--- config.mk ---
export PLATFORM = sky130hd
export DESIGN_NAME = pipeline_ctrl_flat
export DESIGN_NICKNAME = d
export VERILOG_FILES = /design/src/rtl/pipe_ctrl_pkg.sv /design/src/rtl/pipeline_ctrl_if.sv /design/src/rtl/pipeline_ctrl_hazard_detect.sv /design/src/rtl/pipeline_ctrl.sv /design/src/flat_wrapper.sv
export SDC_FILE = /design/constraint.sdc
export NUM_CORES = 1
export LEC_CHECK = 0
export CORE_UTILIZATION = 31
export CTS_CLUSTER_DIAMETER = 50
export DETAILED_ROUTE_END_ITERATION = 8
export GPL_ROUTABILITY_DRIVEN = 0
export GPL_TIMING_DRIVEN = 1
export PLACE_DENSITY = 0.85
export SLEW_MARGIN = 20
export SYNTH_ARGS = -nofsm -noshare
export SYNTH_HDL_FRONTEND = slang
export SYNTH_SLANG_ARGS = --single-unit
--- constraint.sdc ---
create_clock -name clk -period 3.6 [get_ports clk]
set_input_delay 0.72 -clock clk [delete_from_list [all_inputs] [get_ports clk]]
set_output_delay 0.72 -clock clk [all_outputs]
set_load 0.02 [all_outputs]
--- src/rtl/pipe_ctrl_pkg.sv ---
// Shared definitions for the pipeline control unit: FSM state encoding
// and default parameter values.
package pipe_ctrl_pkg;

    typedef enum logic [1:0] {
        RUN      = 2'd0,
        MEM_WAIT = 2'd1,
        HALT     = 2'd2
    } state_t;

    localparam int REG_AW_DEF   = 5;
    localparam int WAIT_MAX_DEF = 16;

endpackage

--- src/rtl/pipeline_ctrl_if.sv ---
// Bundle of hazard inputs, register enables and status/counter outputs
// exchanged between the datapath side (master) and pipeline_ctrl (slave).
interface pipeline_ctrl_if import pipe_ctrl_pkg::*; #(
    parameter int REG_AW = REG_AW_DEF
);
    logic [REG_AW-1:0] id_rs1;
    logic [REG_AW-1:0] id_rs2;
    logic              id_uses_rs1;
    logic              id_uses_rs2;
    logic [REG_AW-1:0] ex_rd;
    logic              ex_mem_read;
    logic              ex_branch_taken;
    logic              mem_req;
    logic              mem_ready;

    logic              pc_load;
    logic              ifid_load;
    logic              idex_load;
    logic              exmem_load;
    logic              memwb_load;
    logic              ifid_flush;
    logic              idex_flush;
    logic              halted;
    logic [31:0]       stall_cycles;
    logic [31:0]       flush_events;

    modport master (
        output id_rs1, id_rs2, id_uses_rs1, id_uses_rs2, ex_rd,
               ex_mem_read, ex_branch_taken, mem_req, mem_ready,
        input  pc_load, ifid_load, idex_load, exmem_load, memwb_load,
               ifid_flush, idex_flush, halted, stall_cycles, flush_events
    );

    modport slave (
        input  id_rs1, id_rs2, id_uses_rs1, id_uses_rs2, ex_rd,
               ex_mem_read, ex_branch_taken, mem_req, mem_ready,
        output pc_load, ifid_load, idex_load, exmem_load, memwb_load,
               ifid_flush, idex_flush, halted, stall_cycles, flush_events
    );

endinterface

--- src/rtl/pipeline_ctrl_hazard_detect.sv ---
// Combinational load-use detector: flags when the ID instruction reads a
// register that the load currently in EX is about to write. x0 never
// creates a dependency.
module hazard_detect import pipe_ctrl_pkg::*; #(
    parameter int REG_AW = REG_AW_DEF
) (
    input  logic [REG_AW-1:0] rs1,
    input  logic [REG_AW-1:0] rs2,
    input  logic              uses_rs1,
    input  logic              uses_rs2,
    input  logic [REG_AW-1:0] ex_rd,
    input  logic              ex_mem_read,
    output logic              load_use
);

    logic rd_live;
    logic hit_rs1;
    logic hit_rs2;

    // Match each used source against the EX destination
    always_comb begin
        rd_live  = ex_mem_read && (ex_rd != '0);
        hit_rs1  = uses_rs1 && (rs1 == ex_rd);
        hit_rs2  = uses_rs2 && (rs2 == ex_rd);
        load_use = rd_live && (hit_rs1 || hit_rs2);
    end

endmodule

--- src/rtl/pipeline_ctrl.sv ---
// Pipeline control unit: per-cycle load/flush enables for PC and stage
// registers, memory-wait freeze with a watchdog that halts the core.
// Optional performance counters are built when PIPE_CTRL_PERF_EN is defined;
// otherwise stall_cycles/flush_events are tied to zero.
module pipeline_ctrl import pipe_ctrl_pkg::*; #(
    parameter int WAIT_MAX = WAIT_MAX_DEF,
    parameter int REG_AW   = REG_AW_DEF
) (
    input logic           clk,
    input logic           rst,
    pipeline_ctrl_if.slave bus
);

    localparam int CNT_W = $clog2(WAIT_MAX) + 1;

    state_t           state;
    state_t           next_state;
    logic [CNT_W-1:0] wait_cnt;
    logic [CNT_W-1:0] next_cnt;
    logic             load_use;
    logic             freeze;
    logic             fire;
    logic             pc_load;
    logic             ifid_load;
    logic             idex_load;
    logic             exmem_load;
    logic             memwb_load;
    logic             ifid_flush;
    logic             idex_flush;
    logic             halted;

    hazard_detect #(.REG_AW(REG_AW)) u_hazard (
        .rs1         (bus.id_rs1),
        .rs2         (bus.id_rs2),
        .uses_rs1    (bus.id_uses_rs1),
        .uses_rs2    (bus.id_uses_rs2),
        .ex_rd       (bus.ex_rd),
        .ex_mem_read (bus.ex_mem_read),
        .load_use    (load_use)
    );

    assign freeze = bus.mem_req && !bus.mem_ready;

    // State and watchdog count registers
    always_ff @(posedge clk) begin
        if (rst) begin
            state    <= RUN;
            wait_cnt <= '0;
        end else begin
            state    <= next_state;
            wait_cnt <= next_cnt;
        end
    end

    // Next state, watchdog count and prioritised Mealy enables
    always_comb begin
        next_state = state;
        next_cnt   = '0;
        pc_load    = 1'b0;
        ifid_load  = 1'b0;
        idex_load  = 1'b0;
        exmem_load = 1'b0;
        memwb_load = 1'b0;
        ifid_flush = 1'b0;
        idex_flush = 1'b0;
        halted     = 1'b0;
        fire       = 1'b0;
        if (rst) begin
            next_state = RUN;
        end else if (state == HALT) begin
            halted = 1'b1;
        end else if (freeze) begin
            // Whole pipe holds; branch/load-use are re-evaluated once memory answers
            next_cnt   = wait_cnt + CNT_W'(1);
            next_state = (wait_cnt == CNT_W'(WAIT_MAX - 1)) ? HALT : MEM_WAIT;
        end else begin
            next_state = RUN;
            exmem_load = 1'b1;
            memwb_load = 1'b1;
            idex_load  = 1'b1;
            if (bus.ex_branch_taken) begin
                // Squashing ID makes any load-use stall moot
                pc_load    = 1'b1;
                ifid_load  = 1'b1;
                ifid_flush = 1'b1;
                idex_flush = 1'b1;
                fire       = 1'b1;
            end else if (load_use) begin
                // Hold PC/IF-ID, inject one bubble into EX
                idex_flush = 1'b1;
                fire       = 1'b1;
            end else begin
                pc_load   = 1'b1;
                ifid_load = 1'b1;
            end
        end
    end

    assign bus.pc_load    = pc_load;
    assign bus.ifid_load  = ifid_load;
    assign bus.idex_load  = idex_load;
    assign bus.exmem_load = exmem_load;
    assign bus.memwb_load = memwb_load;
    assign bus.ifid_flush = ifid_flush;
    assign bus.idex_flush = idex_flush;
    assign bus.halted     = halted;

`ifdef PIPE_CTRL_PERF_EN
    logic [31:0] stall_cnt;
    logic [31:0] flush_cnt;

    // Performance counters: PC-hold cycles and branch/bubble flush events
    always_ff @(posedge clk) begin
        if (rst) begin
            stall_cnt <= '0;
            flush_cnt <= '0;
        end else begin
            if (!pc_load) stall_cnt <= stall_cnt + 32'd1;
            if (fire)     flush_cnt <= flush_cnt + 32'd1;
        end
    end

    assign bus.stall_cycles = stall_cnt;
    assign bus.flush_events = flush_cnt;
`else
    logic unused_fire;
    assign unused_fire      = fire;
    assign bus.stall_cycles = '0;
    assign bus.flush_events = '0;
`endif

endmodule

--- src/flat_wrapper.sv ---
// flat-port wrapper written by rule: the top's interface ports become plain ports
module pipeline_ctrl_flat import pipe_ctrl_pkg::*;
#(
    parameter int WAIT_MAX = WAIT_MAX_DEF,
    parameter int REG_AW   = REG_AW_DEF
)
  (clk, rst, bus_id_rs1, bus_id_rs2, bus_id_uses_rs1, bus_id_uses_rs2, bus_ex_rd, bus_ex_mem_read, bus_ex_branch_taken, bus_mem_req, bus_mem_ready, bus_pc_load, bus_ifid_load, bus_idex_load, bus_exmem_load, bus_memwb_load, bus_ifid_flush, bus_idex_flush, bus_halted, bus_stall_cycles, bus_flush_events);
  pipeline_ctrl_if #(.REG_AW(REG_AW)) bus_i ();
  input logic clk;
  input logic rst;
  input wire logic [$bits(bus_i.id_rs1)-1:0] bus_id_rs1;
  input wire logic [$bits(bus_i.id_rs2)-1:0] bus_id_rs2;
  input wire logic [$bits(bus_i.id_uses_rs1)-1:0] bus_id_uses_rs1;
  input wire logic [$bits(bus_i.id_uses_rs2)-1:0] bus_id_uses_rs2;
  input wire logic [$bits(bus_i.ex_rd)-1:0] bus_ex_rd;
  input wire logic [$bits(bus_i.ex_mem_read)-1:0] bus_ex_mem_read;
  input wire logic [$bits(bus_i.ex_branch_taken)-1:0] bus_ex_branch_taken;
  input wire logic [$bits(bus_i.mem_req)-1:0] bus_mem_req;
  input wire logic [$bits(bus_i.mem_ready)-1:0] bus_mem_ready;
  output wire logic [$bits(bus_i.pc_load)-1:0] bus_pc_load;
  output wire logic [$bits(bus_i.ifid_load)-1:0] bus_ifid_load;
  output wire logic [$bits(bus_i.idex_load)-1:0] bus_idex_load;
  output wire logic [$bits(bus_i.exmem_load)-1:0] bus_exmem_load;
  output wire logic [$bits(bus_i.memwb_load)-1:0] bus_memwb_load;
  output wire logic [$bits(bus_i.ifid_flush)-1:0] bus_ifid_flush;
  output wire logic [$bits(bus_i.idex_flush)-1:0] bus_idex_flush;
  output wire logic [$bits(bus_i.halted)-1:0] bus_halted;
  output wire logic [$bits(bus_i.stall_cycles)-1:0] bus_stall_cycles;
  output wire logic [$bits(bus_i.flush_events)-1:0] bus_flush_events;
  assign bus_i.id_rs1 = bus_id_rs1;
  assign bus_i.id_rs2 = bus_id_rs2;
  assign bus_i.id_uses_rs1 = bus_id_uses_rs1;
  assign bus_i.id_uses_rs2 = bus_id_uses_rs2;
  assign bus_i.ex_rd = bus_ex_rd;
  assign bus_i.ex_mem_read = bus_ex_mem_read;
  assign bus_i.ex_branch_taken = bus_ex_branch_taken;
  assign bus_i.mem_req = bus_mem_req;
  assign bus_i.mem_ready = bus_mem_ready;
  assign bus_pc_load = bus_i.pc_load;
  assign bus_ifid_load = bus_i.ifid_load;
  assign bus_idex_load = bus_i.idex_load;
  assign bus_exmem_load = bus_i.exmem_load;
  assign bus_memwb_load = bus_i.memwb_load;
  assign bus_ifid_flush = bus_i.ifid_flush;
  assign bus_idex_flush = bus_i.idex_flush;
  assign bus_halted = bus_i.halted;
  assign bus_stall_cycles = bus_i.stall_cycles;
  assign bus_flush_events = bus_i.flush_events;
  pipeline_ctrl #(.WAIT_MAX(WAIT_MAX), .REG_AW(REG_AW)) u_core (.clk(clk), .rst(rst), .bus(bus_i));
endmodule
==> results of run 1 <==
==> synth_stat cells (all sizes together) <==
master	count	area, um^2
a21oi	1	5.00
o21ai	1	5.00
and3	2	12.5
nor4	2	18.8
ha	2	25.0
o31a	1	8.76
nand3	1	5.00
xor2	9	78.8
conb	1	3.75
and2	2	12.5
a32oi	1	8.76
xnor2	3	26.3
nor2b	3	18.8
nand2	1	3.75
nor3	1	5.00
nor2	7	26.3
dfxtp	7	140
inv	1	3.75
buf	67	503
o21bai	1	7.51
or4	2	15.0
==> metrics by stage <==
step / hold WS (ns) / cell area (um^2) / util, %
after floorplan: 0.418 / 1170 / -
after global placement: 0.431 / 1010 / 36.1
after detailed placement: 0.435 / 1010 / 36.1
after CTS: 0.447 / 1040 / 37.1
after global routing: 0.452 / 1040 / 37.1
final: 0.448 / 1040 / 37.1
==> registers in the layout, indices dropped and copies added (netlist names) <==
| name | cells |
|---|---|
| u_core.wait_cnt | 5 |
| u_core.state | 2 |
==> critical path, stage by stage <==
cell and delay [ns]:
clkdlybuf4s50_1 0.48, or4_1 0.52, o21ai_1 0.18, o31a_1 0.16, clkdlybuf4s50_1 0.61
==> kinds of logic (layout without fill, tap and decap cells) <==
kind of cell,count (synthesis),in the layout
compound gates,5,5
xor+xnor,12,12
fa+ha+maj,2,2
buf+inv,68,36
flops,7,7
other cells,1,64
simple gates,21,21
==> cell type report <==
cell class | instances | area [um^2]
fill | 296 | 1770
clock buffer | 4 | 26.3
tap | 31 | 38.8
multi-input combinational | 104 | 523
inverter | 1 | 3.75
timing repair buffer | 31 | 308
sequential | 7 | 140
==> worst max-delay path by stage <==
stage | end | cells after the start
after floorplan | bus_idex_flush | 4
after global placement | bus_ifid_load | 5
after detailed placement | bus_ifid_load | 6
after CTS | bus_ifid_load | 6
after global routing | bus_ifid_load | 6
final | bus_ifid_load | 5
==> power groups by stage <==
| stage | Combinational [W] | Sequential (W) | Clock (W) |
|---|---|---|---|
| global route | 0.000130 | 0.0000791 | 0.0000778 |
| detailed placement | 0.000122 | 0.0000808 | 0 |
| floorplan | 0.000137 | 0.0000806 | 0 |
| finish | 0.000122 | 0.0000792 | 0.0000713 |
| CTS | 0.000122 | 0.0000791 | 0.0000742 |
| global placement | 0.000121 | 0.0000807 | 0 |
==> routing by layer <==
| layer | vias to the layer above | part of all wire, % | global-route usage [%] |
|---|---|---|---|
| met5 | - | 0 | 0 |
| met4 | 0 | 0 | 1.05 |
| met3 | 0 | 12 | 4.38 |
| met2 | 50 | 58 | 15.0 |
| met1 | 261 | 30 | 6.68 |
| li1 | 302 | - | - |
==> reports/metrics.csv, run 1 <==
stage,metric,value,unit
finish,drive_above_1_share,3.40,%
finish,num_antenna_cells,0,
worst_hold_path,hold_path_end,u_core.wait_cnt[0],
power_and_ir_drop,p_total,0.000272,W
setup_path,start_kind,input pin,
timing,layout_min_cycle_time,3.39,ns
worst_hold_path,holdCritPathClass,flip-flop to flip-flop,
drt,drt.antenna.violating_nets,0,
setup_path,critical_path_required,2.88,ns
place,dpl_worst_slack,0.161,ns
global_routing,antenna_found_initial,0,
synthesis,synth-xor-area-share,11.3,%
clock_tree,cts_buffers,3,
timing,drv_slew,0,
power_and_ir_drop,p_leak,0.510,nW
floorplanning,die_w,56.9,um
finish,instances_no_fill,178,
synthesis,avgSynthCellArea,8.05,um^2
setup_path,crit_start,bus_ex_rd[2],
power_and_ir_drop,switching_share,41.3,%
timing,final_hold_viol_count,0,
clock_tree,cts_hold_buf,0,
setup_path,rrSetupSlack,2.44,ns
synthesis,ys_types,23,
timing,final.setup.worst_slack,0.212,ns
timing,fmax,295,MHz
power_and_ir_drop,ir_drop,0.000106,V
place,dp.cells,174,
finish,syn_to_final_growth,11.4,%
finish,final_cell_mix,"conb_1, clkdlybuf4s50_1, xor2_1, nor2_1, dfxtp_1",
floorplanning,initial_core_util,33.3,%
drt,drtIter0Drc,17,
floorplanning,ios,95,
clock_tree,ctsResizeCount,0,
power_and_ir_drop,powerDensity,262,nW/um^2
global_routing,grt_usage,7.58,%
drt,viasPerCell,3.44,
clock_tree,cts_post_setup_buffers_inserted,0,
power_and_ir_drop,pwr-share-clk,26.2,%
clock_tree,cts_tree,built,
clock_tree,htreeDepth,1,
timing,setup_viol,0,
place,portBuffers,30,
global_routing,grt_pass1_vias,458,
setup_path,r2r_cells,5,
synthesis,synth_mux_area_share,0,%
drt,wl,1290,um
timing,fin_tns_setup,0,ns
status,violations,design-rule violations,
setup_path,r2r_start,u_core.wait_cnt[0],
synthesis,synth_area,933,um^2
clock_tree,clk_pin_slew_worst_paths,0.05,ns
timing,rsz0062_at_grt,no,
clock_tree,cts_buffer_depth,2,
power_and_ir_drop,switchingPower,0.000113,W
clock_tree,clock-sinks,7,
finish,final_common_cell,conb_1,
timing,fin_crit_sh,94.1,%
finish,nets,173,
synthesis,synthSimpleGateAreaFrac,12.6,%
power_and_ir_drop,seq_power_share,29.1,%
synthesis,yosys_warnings,0,
job,maxCapViolCount,0,
synthesis,synthAdderAreaFrac,2.68,%
synthesis,seq_area_frac_synth,15.0,%
synthesis,synth_seq_cells,7,
drt,routed-via-count,613,
status,status,finished with violations,
clock_tree,cts-root-buf,clkbuf_4,
global_routing,grt_pass1_wl,1830,um
setup_path,worst-setup-path-type,input pin to output port,
worst_hold_path,holdPathStages,1,
clock_tree,clk_latency,0.25,ns
setup_path,worst_setup_path_end_kind,output port,
place,dp_hpwl,1200,um
synthesis,synth_compound_area_share,3.75,%
floorplanning,die-height,56.9,um
floorplanning,die_area,3230,um^2
power_and_ir_drop,p_int,0.000160,W
setup_path,regToRegEndpoint,u_core.state[1],
setup_path,path_max_fanout,3,
drt,wire_per_inst,7.24,um
floorplanning,core,2810,um^2
global_routing,grt_max_degree,6,
power_and_ir_drop,combinationalPowerShare,44.8,%
synthesis,synthCells,116,
drt,drt_first_pass_iters,5,
timing,final.setup_skew,0.00552,ns
worst_hold_path,worstHoldStart,u_core.wait_cnt[0],
synthesis,synth_top_family_by_area,buffers and inverters,
global_routing,gr-total-overflow,0,
drt,drc_errors,18,
floorplanning,rows,19,
setup_path,arrival,2.67,ns
(Power assumes the default switching activity.)
==> run 2, diff against run 1 <==
- ABC_AREA: not set -> 1
- CORE_UTILIZATION: 31 -> 33
- HOLD_SLACK_MARGIN: not set -> 0.15
- PLACE_DENSITY: 0.85 -> 0.86
==> reports/metrics.csv, run 2 <==
stage,metric,value,unit
drt,drc_errors,0,
finish,final_common_cell,conb_1,
finish,largest_reg_flops,5,
timing,final.setup_skew,0.00235,ns
place,portBuffers,30,
synthesis,synth_edf_count,0,
setup_path,r2r_cells,6,
finish,final_core_util,38.1,%
setup_path,regToRegEndpoint,u_core.state[1],
power_and_ir_drop,p_total,0.000283,W
timing,fin_tns_setup,0,ns
clock_tree,cts_buffers,3,
power_and_ir_drop,p_leak,0.653,nW
synthesis,synth.area.top_cells,"buf_4, dfxtp_1, nand2_1",
drt,drt.antenna.violating_nets,0,
floorplanning,rows,20,
drt,drtIter0Drc,16,
global_routing,grt_max_degree,7,
power_and_ir_drop,powerDensity,245,nW/um^2
timing,fmax,319,MHz
floorplanning,initial_core_util,34.3,%
setup_path,cp_cell_sequence,clkdlybuf4s50_1 -> inv_2 -> nand2_1 -> nand2_1 -> nor2_1 -> nand3_1 -> nand2_1 -> nand3_1 -> nand2_1 -> clkdlybuf4s50_1,
clock_tree,clock-sinks,7,
clock_tree,cts_tree,built,
global_routing,grt_pass1_vias,661,
timing,fin_crit_sh,87.1,%
floorplanning,die-height,58.1,um
drt,wl_met2,861,um
setup_path,rrSetupSlack,2.45,ns
global_routing,grt_usage,9.65,%
synthesis,synth_most_common_cell,buf_4,
setup_path,start_kind,input pin,
setup_path,worst-setup-path-type,input pin to output port,
finish,nFillCells,319,
global_routing,antenna_found_initial,0,
finish,syn_to_final_growth,11.1,%
timing,rsz0062_at_grt,no,
clock_tree,cts-root-buf,clkbuf_4,
floorplanning,ios,95,
synthesis,synth_flop_cell,dfxtp_1,
setup_path,crit_top_cell,nand2_1,
floorplanning,die_area,3380,um^2
synthesis,synth_area,1040,um^2
worst_hold_path,hold_path_end,u_core.wait_cnt[0],
finish,num_antenna_cells,0,
drt,viasPerCell,3.48,
setup_path,path_max_fanout,3,
job,maxCapViolCount,0,
synthesis,avgSynthCellArea,6.30,um^2
power_and_ir_drop,ir_drop,0.000120,V
finish,instances_no_fill,239,
setup_path,critical_path_required,2.88,ns
synthesis,yosysTopAreaCellShare,48.4,%
floorplanning,core,3030,um^2
synthesis,yosys_warnings,0,
setup_path,arrival,2.41,ns
synthesis,synthTopCellsByCount,"buf_4, nand2_1, inv_1",
clock_tree,ctsResizeCount,0,
drt,routed-via-count,831,
synthesis,synthArstFlopShare,0,%
drt,met1_length,556,um
place,dp.cells,235,
finish,largest_register,u_core.wait_cnt,
synthesis,synth_seq_cells,7,
drt,wl,1590,um
finish,stdcell_area,1150,um^2
timing,drv_slew,0,
worst_hold_path,holdPathStages,1,
synthesis,synthCells,165,
floorplanning,die_w,58.1,um
clock_tree,cts_post_setup_buffers_inserted,0,
global_routing,gr-total-overflow,0,
status,status,"finished, final reports clean",
clock_tree,cts_hold_buf,0,
finish,top_regs,"u_core.wait_cnt: 5 flops, u_core.state: 2 flops",
place,placed_cell_area,1130,um^2
synthesis,yosysTopAreaCell,buf_4,
synthesis,seq_area_frac_synth,13.5,%
finish,nets,221,
timing,final_hold_viol_count,0,
drt,routed-wl-met3,121,um
global_routing,grt_pass1_wl,2500,um
setup_path,slowest_delay,0.61,ns
setup_path,r2r_start,u_core.wait_cnt[0],
finish,drive_above_1_share,6.67,%
place,dp_hpwl,1420,um
timing,layout_min_cycle_time,3.13,ns
synthesis,ys_types,17,
worst_hold_path,holdCritPathClass,flip-flop to flip-flop,
setup_path,slowest_stage,clkdlybuf4s50_1,
drt,top_layer,met4,
setup_path,worst_setup_path_end_kind,output port,
drt,drt_first_pass_iters,4,
clock_tree,clk_pin_slew_worst_paths,0.05,ns
clock_tree,cts_buffer_depth,2,
drt,wire_per_inst,6.64,um
clock_tree,clk_latency,0.25,ns
timing,setup_viol,0,
finish,final_cell_mix,"conb_1, nand2_1, clkdlybuf4s50_1, inv_1, nor2_1",
worst_hold_path,worstHoldStart,u_core.wait_cnt[0],
clock_tree,htreeDepth,1,
run 2: cell types whose count changed in the layout (fill, tap and decap cells not counted), sizes merged, moves of 2 or more:
cell   change
and3       -2
and2       -2
nand2     +36
nor4       -2
or4        -2
nor2b      -3
xor2       -9
nand3      +3
nor2      +11
inv       +21
xnor2      -3
run 2: worst max path at each step:
| stage | end | from | slack (ns) |
|---|---|---|---|
| 5_1_grt | bus_idex_flush | bus_ex_rd[3] | 0.24 |
| 4_1_cts | bus_pc_load | bus_ex_rd[2] | 0.44 |
| 3_5_place_dp | bus_pc_load | bus_ex_rd[3] | 0.45 |
| 6_report | bus_idex_flush | bus_ex_rd[3] | 0.47 |
| 3_3_place_gp | bus_ifid_load | bus_ex_rd[2] | 0.40 |
| 2_1_floorplan | bus_pc_load | bus_mem_req | 1.09 |
run 2: layout make-up:
type / instances / area (um^2) / area share, %
clock buffer: 4 / 26.3 / 2.28
inverter: 22 / 82.6 / 7.15
multi-input combinational: 132 / 551 / 47.7
sequential: 7 / 140 / 12.1
tap: 44 / 55.1 / 4.77
timing repair buffer: 30 / 300 / 26.0
run 2: where the power goes:
| group | internal (W) | switching [W] |
|---|---|---|
| clock network | 0.0000423 | 0.0000297 |
| logic | 0.0000399 | 0.0000914 |
| registers | 0.0000787 | 0.000000612 |
| total | 0.000161 | 0.000122 |
run 2: worst max-delay path, delay by kind of cell:
family,cells,cell delay (ns)
buf+inv,3,1.19
simple gates,7,0.51
run 2: metrics by stage:
step	hold WS (ns)	setup slack, ns
after floorplan	0.418	1.09
after global placement	0.428	0.401
after detailed placement	0.445	0.449
after CTS	0.454	0.441
after global routing	0.489	0.245
final	0.452	0.465
run 2: per-layer routing:
metal  GRT usage, %  up-vias
met5              0        -
met3           2.23        4
li1               -      418
met2           18.6       52
met4           6.12        0
met1           9.03      357
run 2: logic make-up after synthesis:
logic type,Yosys count,synth area share [%]
compound gates,4,2.17
fa+ha+maj,2,2.41
buf+inv,89,56.3
flops,7,13.5
other cells,1,0.361
simple gates,62,25.3
